$ cat src/rtl/rr_select_pkg.sv
// Shared types and constants for the round-robin select encoder:
// FSM state enum, request/select widths and a 3-to-8 one-hot helper.
package rr_select_pkg;

  localparam int N_REQ = 8;
  localparam int SEL_W = 3;

  typedef enum logic {
    IDLE  = 1'b0,
    OFFER = 1'b1
  } state_t;

  function automatic logic [N_REQ-1:0] onehot(input logic [SEL_W-1:0] idx);
    logic [N_REQ-1:0] v;
    v      = '0;
    v[idx] = 1'b1;
    return v;
  endfunction

endpackage

$ cat src/rtl/rr_pick.sv
// Combinational rotate-and-priority-find: first set request at or after ptr
// (wrapping 7 -> 0). With no request, idx falls back to ptr so it is never X.
module rr_pick
  import rr_select_pkg::*;
(
  input  logic [N_REQ-1:0] req,
  input  logic [SEL_W-1:0] ptr,
  output logic [SEL_W-1:0] idx,
  output logic             any
);

  logic [SEL_W-1:0] k;

  // Walk from the farthest offset down so the nearest hit to ptr is kept last.
  always_comb begin
    idx = ptr;
    k   = ptr;
    for (int i = N_REQ - 1; i >= 0; i--) begin
      k = ptr + SEL_W'(i);
      if (req[k]) idx = k;
    end
    any = |req;
  end

endmodule

$ cat src/rtl/rr_select_encoder.sv
// Round-robin 8-to-3 select encoder with valid/ready offer and optional timeout.
// Define RR_SELECT_LOCK_EN to keep re-offering a channel while it still requests.
module rr_select_encoder
  import rr_select_pkg::*;
#(
  parameter int TIMEOUT_CYC = 15
) (
  input  logic                 clk,
  input  logic                 rst_n,
  input  logic [N_REQ-1:0]     req,
  output logic [SEL_W-1:0]     sel,
  output logic                 sel_valid,
  input  logic                 sel_ready,
  output logic [N_REQ-1:0]     grant,
  output logic                 timeout
);

  localparam int CNT_W = (TIMEOUT_CYC > 2) ? $clog2(TIMEOUT_CYC) : 1;
  localparam logic [CNT_W-1:0] CNT_LAST = CNT_W'((TIMEOUT_CYC > 0) ? TIMEOUT_CYC - 1 : 0);

  state_t           state;
  logic [SEL_W-1:0] ptr;
  logic [CNT_W-1:0] wait_cnt;

  logic             handshake;
  logic             expire;
  logic [SEL_W-1:0] adv_ptr;
  logic [SEL_W-1:0] next_ptr;
  logic [SEL_W-1:0] pick_ptr;
  logic [SEL_W-1:0] pick_idx;
  logic             pick_any;

  // Handshake: a transfer happens on a rising edge where sel_valid and
  // sel_ready are both high; once raised, sel/sel_valid stay put until that
  // transfer or a timeout withdraws the offer.
  assign handshake = sel_valid & sel_ready;
  assign adv_ptr   = sel + 1'b1;

`ifdef RR_SELECT_LOCK_EN
  assign next_ptr = req[sel] ? sel : adv_ptr;
`else
  assign next_ptr = adv_ptr;
`endif

  // On a handshake the re-pick already uses the post-grant pointer.
  assign pick_ptr = handshake ? next_ptr : ptr;
  assign expire   = (TIMEOUT_CYC > 0) && !handshake && (wait_cnt == CNT_LAST);

  rr_pick u_pick (
    .req (req),
    .ptr (pick_ptr),
    .idx (pick_idx),
    .any (pick_any)
  );

  always_ff @(posedge clk) begin
    if (!rst_n) begin
      state     <= IDLE;
      ptr       <= '0;
      sel       <= '0;
      sel_valid <= 1'b0;
      grant     <= '0;
      timeout   <= 1'b0;
      wait_cnt  <= '0;
    end else begin
      grant   <= '0;
      timeout <= 1'b0;
      case (state)
        IDLE: begin
          if (pick_any) begin
            sel       <= pick_idx;
            sel_valid <= 1'b1;
            wait_cnt  <= '0;
            state     <= OFFER;
          end
        end
        OFFER: begin
          if (handshake) begin
            grant    <= onehot(sel);
            ptr      <= next_ptr;
            wait_cnt <= '0;
            if (pick_any) begin
              sel <= pick_idx;
            end else begin
              sel_valid <= 1'b0;
              state     <= IDLE;
            end
          end else if (expire) begin
            sel_valid <= 1'b0;
            timeout   <= 1'b1;
            ptr       <= adv_ptr;
            wait_cnt  <= '0;
            state     <= IDLE;
          end else begin
            wait_cnt <= wait_cnt + 1'b1;
          end
        end
        default: state <= IDLE;
      endcase
    end
  end

endmodule

$ cat config.mk
export PLATFORM = sky130hd
export DESIGN_NAME = rr_select_encoder
export DESIGN_NICKNAME = d
export VERILOG_FILES = /design/src/rtl/rr_select_pkg.sv /design/src/rtl/rr_pick.sv /design/src/rtl/rr_select_encoder.sv
export SDC_FILE = /design/constraint.sdc
export NUM_CORES = 1
export LEC_CHECK = 0
export ABC_AREA = 1
export CAP_MARGIN = 20
export CORE_UTILIZATION = 49
export CTS_CLUSTER_SIZE = 8
export DETAILED_ROUTE_END_ITERATION = 16
export PLACE_DENSITY = 0.74
export SLEW_MARGIN = 20
export SYNTH_ARGS = -nofsm -noshare
export SYNTH_HDL_FRONTEND = slang
export SYNTH_SLANG_ARGS = --single-unit
$ cat constraint.sdc
create_clock -name clk -period 3.15 [get_ports clk]
set_input_delay 0.315 -clock clk [delete_from_list [all_inputs] [get_ports clk]]
set_output_delay 0.315 -clock clk [all_outputs]
set_load 0.05 [all_outputs]
After elaboration in Yosys (flattened, before gate mapping)
Index checks and enable logic that the tools add are counted.
{"block": "word_totals", "mem_bits_rw": 0, "mem_count": 0, "register_bits": 21, "latchBits": 0, "word_cells": 89, "out_inout_bits": 13, "inputBits": 11, "rom_bits": 0}
{"block": "classes", "reduce_logical": 9, "order_cmp": 10, "bitwise": 3, "add_sub_neg": 9, "shift": 0, "n_div": 0, "n_mux": 46, "mul": 0, "eq_ne": 5}
{"operator": "3-bit two-way mux", "n": 13}
{"operator": "3-bit by 4-bit < comparator with 1-bit output, second input constant", "n": 9}
{"operator": "1-bit binary-select mux with 3-bit select", "n": 8}
{"operator": "1-bit two-way mux", "n": 17}
{"operator": "3-bit adder, second input constant", "n": 4}
{"operator": "4-bit two-way mux", "n": 3}
{"operator": "4-bit one-hot mux with 2 select lines", "n": 1}
{"operator": "8-bit OR reduction", "n": 1}
{"operator": "3-bit by 1-bit adder with 3-bit output, second input constant", "n": 2}
{"operator": "3-bit by 2-bit adder with 3-bit output, second input constant", "n": 2}
{"operator": "3-bit one-hot mux with 2 select lines", "n": 1}
{"operator": "3-bit AND reduction", "n": 2}
{"operator": "4-bit by 1-bit adder with 4-bit output, second input constant", "n": 1}
{"operator": "4-bit equality test, second input constant", "n": 1}
{"operator": "1-bit one-hot mux with 2 select lines", "n": 2}
{"operator": "1-bit demux with 3-bit select", "n": 1}
{"operator": "3-bit by 1-bit greater-or-equal comparator with 1-bit output, second input constant", "n": 1}
{"operator": "3-bit by 1-bit inequality test with 1-bit output, second input constant", "n": 1}
{"operator": "3-bit inequality test, second input constant", "n": 1}
{"operator": "3-bit OR reduction", "n": 1}
{"operator": "1-bit logical AND", "n": 2}
{"operator": "2-bit by 1-bit inequality test with 1-bit output, second input constant", "n": 1}
{"operator": "2-bit inequality test, second input constant", "n": 1}
{"operator": "1-bit NOT", "n": 2}
{"operator": "4 further kinds", "n": 4}

Depth between registers and ports, before layout
{"block": "logic_depth", "word_depth": 16, "ltp_mapped": 22, "depth_no_buf": 21}

By module
Synthesis repeated with hierarchy kept, for this count alone.
{"block": "unflattened", "cells_unflattened": 238, "area_unflattened_um2": 1620.3}
{"module": "rr_select_encoder", "instances": 1, "cells_per_inst": 112, "area_each_um2": 874.6, "seq_area_each_um2": 420.4}
{"module": "rr_pick", "instances": 1, "cells_per_inst": 126, "area_each_um2": 745.7, "seq_area_each_um2": 0.0}

Least setup slack after synthesis
OpenSTA, ideal clock, no wires.
{"block": "synth_path", "kind": "flip-flop to flip-flop", "from": "register sel[1]", "to": "register sel[0]", "required_time_ns": 3.041, "setup_time_ns": 0.109, "period_less_slack_ns": 2.701, "t_arrival_ns": 2.592, "setup_slack_ns": 0.449, "n_path_buf": 1, "path_stages_with_launch": 22, "cell_sequence": "dfxtp_1 -> ha_1 -> nand3_1 -> nand2_1 -> buf_2 -> ha_1 -> inv_1 -> nand3_1 -> nand2_1 -> nand2_1 -> nand2_1 -> inv_2 -> o21ai_1 -> nand2_1 -> nand2_1 -> nand2_1 -> nand2_1 -> nand2_1 -> nand2_1 -> nand3_1 -> nand2_1 -> inv_1"}
{"block": "synth_between", "elab_chain_cells": 16, "word_cells_on_any_way": 36, "cone_classes": "add/sub (8); mux (28)"}
{"element": "from (decl)", "line": "rr_select_encoder.sv:11", "source": "output logic [SEL_W-1:0] sel,"}
{"element": "from (signal assigned)", "line": "rr_select_encoder.sv:71", "source": "sel <= pick_idx;"}
{"element": "from (signal assigned)", "line": "rr_select_encoder.sv:83", "source": "sel <= pick_idx;"}
{"element": "3-bit by 1-bit adder with 3-bit output *", "line": "rr_select_encoder.sv:37", "source": "assign adv_ptr = sel + 1'b1;"}
{"element": "via adv_ptr[1]", "line": "rr_select_encoder.sv:27", "source": "logic [SEL_W-1:0] adv_ptr;"}
{"element": "3-bit two-way mux *", "line": "rr_select_encoder.sv:46", "source": "assign pick_ptr = handshake ? next_ptr : ptr;"}
{"element": "3-bit adder", "line": "rr_pick.sv:19", "source": "k = ptr + SEL_W'(i);"}
{"element": "1-bit binary-select mux with 3-bit select", "line": "rr_pick.sv:20", "source": "if (req[k]) idx = k;"}
{"element": "1-bit two-way mux (not written as such)", "line": "rr_pick.sv:20"}
{"element": "3-bit two-way mux (7 in a row)", "line": "rr_pick.sv:20"}
{"element": "3-bit two-way mux *", "line": "rr_pick.sv:20"}
{"element": "3-bit two-way mux *", "line": "rr_select_encoder.sv:70, rr_select_encoder.sv:82"}
{"element": "3-bit two-way mux", "line": "rr_select_encoder.sv:78", "source": "if (handshake) begin"}
{"element": "3-bit one-hot mux with 2 select lines *", "line": "rr_select_encoder.sv:68", "source": "case (state)"}
Mark *: on every way through the listed nets, which the timed path passes. The rest lies on a longest branch. The select of a mux whose other input is x is not followed.
A chain may end at the register's enable or synchronous reset.

Worst setup path in the final report
{"block": "layout_path", "from": "input sel_ready", "to": "register sel[0]"}
{"block": "layout_between", "elab_chain_cells": 16, "word_cells_on_any_way": 37, "cone_classes": "add/sub (7); eq/ne (1); mux (28); bitwise (1)"}
{"element": "from (decl)", "line": "rr_select_encoder.sv:13", "source": "input logic sel_ready,"}
{"element": "1-bit bitwise AND *", "line": "rr_select_encoder.sv:36", "source": "assign handshake = sel_valid & sel_ready;"}
{"element": "3-bit two-way mux", "line": "rr_select_encoder.sv:46"}
{"element": "3-bit adder", "line": "rr_pick.sv:19"}
{"element": "1-bit binary-select mux with 3-bit select", "line": "rr_pick.sv:20"}
{"element": "1-bit two-way mux (not written as such)", "line": "rr_pick.sv:20"}
{"element": "3-bit two-way mux (8 in a row)", "line": "rr_pick.sv:20"}
{"element": "3-bit two-way mux", "line": "rr_select_encoder.sv:70, rr_select_encoder.sv:82"}
{"element": "3-bit two-way mux", "line": "rr_select_encoder.sv:78"}
{"element": "3-bit one-hot mux with 2 select lines", "line": "rr_select_encoder.sv:68"}
Every way passes the cells marked *; elsewhere a longest branch is shown, timed or not. The select of a mux whose other input is x is not followed.

==> parameters.txt <==
Parameter                              Value

Detailed routing
  Residual DRC    0
  Via Count    approximately 1700
  Via-to-Cell Ratio    between 4 and 5
  Pre-Repair DR Iteration Count    4
  Remaining antenna violation count    0
  Total routed wirelength    around 3.6 mm
  Uppermost routed layer    met4
  Length of routed met3 wiring    243 um
  M1 WL    around 1.8 mm
  Routed wire length per instance    approximately 11 um
  Starting DRT DRC Count    between 90 and 100
  Length of routed met2 wiring    1.533 mm

Critical path
  Largest delay share family, worst path    simple AND/OR/NAND/NOR gates
  Nature of the critical path endpoint    flop
  Data arrival time at the worst-slack endpoint    2.78 ns
  Slowest cell on crit path    sky130_fd_sc_hd__clkdlybuf4s50_1
  Worst Path Required    approximately 3.4 ns
  Critical path type    in -> reg
  Combined buffer and inverter count along the critical path    3
  Most used cell along the critical path    sky130_fd_sc_hd__nand2_1
  Startpoint type of the worst setup path    primary input
  Crit-path cells    clkdlybuf4s50_1 -> nand3_1 -> nand2_2 -> ha_1 -> inv_1 -> nand3_1 -> nand2_1 -> nand3_1 -> nand2_1 -> o21ai_1 -> nand2_1 -> nand2_1 -> nand2_1 -> nand2_1 -> nand2_1 -> nand2_1 -> nand3_1 -> nand2_1 -> inv_1
  Largest stage delay, worst path    approximately 0.6 ns
  Maximum fanout count along the critical path    13

Synthesis
  Sequential fraction of the synthesis area    between 20% and 30%
  Number of different library cells in the post-synthesis netlist    25
  Gate count of the mapped netlist    ~270
  Main area contributors after synthesis    sky130_fd_sc_hd__dfxtp_1 (27%), sky130_fd_sc_hd__nand2_1 (26%), sky130_fd_sc_hd__nand3_1 (9.1%)
  Mean instance size in the synthesized netlist    5.775 um^2
  Number of nets in the synthesized netlist    ~280
  Area fraction of the dominant cell type after synthesis    27.16%
  Count of state elements after synthesis    21
  Total standard cell area after synthesis    roughly 1500 um^2
  Biggest area consumer among synthesized cells    sky130_fd_sc_hd__dfxtp_1
  Total number of yosys warnings    0

Timing
  Final WS setup    approximately 0.6 ns
  Count of final setup violators    0
  Upper clock frequency limit    ~400 MHz
  Worst slew margin relative to its limit    between 60 and 70%
  Setup repair after global routing missed its margin    no
  Max-slew violations    0
  Final worst path period share    roughly four fifths
  Final sum of negative setup slack    0 ns
  Slew at the pin closest to its max-slew limit    between 0.5 and 0.6 ns
  Final worst clock skew    0.006919 ns
  Count of endpoints failing hold in the final timing report    0
  Final worst path period need    ~2.6 ns

Layout
  Inserted Diodes    0
  Area growth, synth to finish    19.81%
  Final instance area    around 1900 um^2
  FILL cells    between 300 and 400
  Layout cells sized above 1    5.782%
  Area taken by flip-flops and latches    around 420 um^2
  Footprint of the multi-input gates    955.9 um^2
  NumNets Final    about 310
  Most common cell after layout, fill and taps aside    sky130_fd_sc_hd__nand2_1
  Top library cells by usage in the layout, fill and taps aside    sky130_fd_sc_hd__nand2_1 (108), sky130_fd_sc_hd__inv_1 (36), sky130_fd_sc_hd__nand3_1 (28)

Global routing
  Antenna violations before repair    0
  Global-route wire length before repair    around 6.2 mm
  Aggregate global-route resource usage    a little under a quarter
  Sum of overflow across all layers after global routing    0
  Pin count of the biggest net entering global routing    14
  Number of global-route vias before repair    ~1400

Floorplanning
  Initial standard-cell utilization of the core    about half
  Chip width    58.20 um
  Rows    20
  Core box area    between 3000 and 4000 um^2
  Top Ports    24
  Die outline area    3387 um^2
  Overall die height    a little under 60 um

Clock network
  Clock tree from TritonCTS    built
  Root buffer selected by CTS    sky130_fd_sc_hd__clkbuf_4
  Buffer count from post-CTS setup fixing    0
  Reg clk slew, reported paths    roughly 0.12 ns
  TritonCTS Sinks    21
  Total clock buffers created by CTS    3
  Number of buffers on the longest clock path    2
  Post-CTS Resized    0
  Clock latency on the worst-skew pair    about 0.31 ns
  Hold-fix buffers, CTS    0
  Clock H-tree levels    1

Pwr
  Total chip power    0.8783 mW
  Areal power density over the cells    roughly 470 nW/um^2
  Leakage    0.9844 nW
  Largest vdd supply drop    ~310 uV

Place
  Setup WS pre-CTS    a little under 0.3 ns
  Placer's final routability congestion estimate    1.004
  Quantity of I/O buffers inserted on ports    23
  Placed Instance Area    between 1500 and 2000 um^2
  Hpwl dp    between 2 and 3 mm

Flow run
  Number of max-cap violations    0

Run status
  Status    finished, final reports clean

Min path
  Worst Hold Class    reg -> reg
[flip-flops by register name, summed over array words and instances (netlist names)]
register	flops
grant	8
wait_cnt	4
ptr	3
sel	3
sel_valid	1
state	1
timeout	1
[worst min-delay path: cells and delay by family, from the launching register on]
family,cells,cell delay [ns]
and+or+nand+nor,1,0.07
AOI/OAI and AO/OA,1,0.06
DFF,1,0.35
[report_power, final]
group / switching (mW) / internal, mW
logic: 0.292 / 0.155
clock network: 0.0829 / 0.0474
registers: 0.0207 / 0.281
total: 0.395 / 0.483
[area by class of cell]
type	count	share of cell area, %
Multi-Input combinational cell	205	51.55
Sequential cell	21	22.67
Timing Repair Buffer	26	13.63
Inverter	38	7.692
Tap cell	44	2.969
Clock buffer	3	1.215
Clock inverter	1	0.2699
[cell families after synthesis]
| logic type | after synthesis | share of synthesized area (%) |
|---|---|---|
| simple gates | 168 | 46.40 |
| buf+inv | 42 | 11.08 |
| compound gates | 29 | 9.621 |
| flops | 21 | 27.16 |
| fa+ha+maj | 5 | 4.042 |
| xor+xnor | 3 | 1.698 |
[worst paths after layout]
check | start | endpoint | slack [ns] | cells after the start
max | sel_ready | sel[0] | 0.60 | 19
min | wait_cnt[1] | wait_cnt[1] | 0.52 | 2
max reg2reg | sel_valid | sel[0] | 0.71 | 18
min reg2reg | wait_cnt[1] | wait_cnt[1] | 0.52 | 2
[Yosys cell counts]
library cell and instances:
sky130_fd_sc_hd__or2_2 2, sky130_fd_sc_hd__nand3_1 28, sky130_fd_sc_hd__buf_2 2, sky130_fd_sc_hd__o21bai_1 1, sky130_fd_sc_hd__nand3_2 1, sky130_fd_sc_hd__inv_2 2
sky130_fd_sc_hd__inv_1 36, sky130_fd_sc_hd__xor2_1 3, sky130_fd_sc_hd__ha_1 5, sky130_fd_sc_hd__nor3_1 2, sky130_fd_sc_hd__nor2_1 16, sky130_fd_sc_hd__o21ai_0 8
sky130_fd_sc_hd__nand2_1 108, sky130_fd_sc_hd__buf_4 1, sky130_fd_sc_hd__nand2_2 3, sky130_fd_sc_hd__nand3b_1 1, sky130_fd_sc_hd__nand2_4 2, sky130_fd_sc_hd__and3_1 1
sky130_fd_sc_hd__a31oi_1 1, sky130_fd_sc_hd__nand4_1 3, sky130_fd_sc_hd__dfxtp_1 21, sky130_fd_sc_hd__nor4_1 1, sky130_fd_sc_hd__buf_6 1, sky130_fd_sc_hd__a21oi_1 18
sky130_fd_sc_hd__o21ai_1 1
[per-stage QoR]
step | utilization (%) | cells | hold slack (ns)
finish | 61.24 | 338 | 0.5180
global route | 61.24 | 338 | 0.5634
CTS | 61.24 | 338 | 0.5250
detailed placement | 60.33 | 334 | 0.5078
global placement | 60.33 | 334 | 0.4941
floorplan | - | 268 | 0.4712
[per-layer routing]
layer | vias up | GRT usage, %
met1 | 739 | 33.88
met5 | - | 0
met3 | 2 | 5.804
li1 | 898 | -
met2 | 45 | 34.32
met4 | 0 | 4.082
Note: power is estimated with default switching activity, not from simulation.
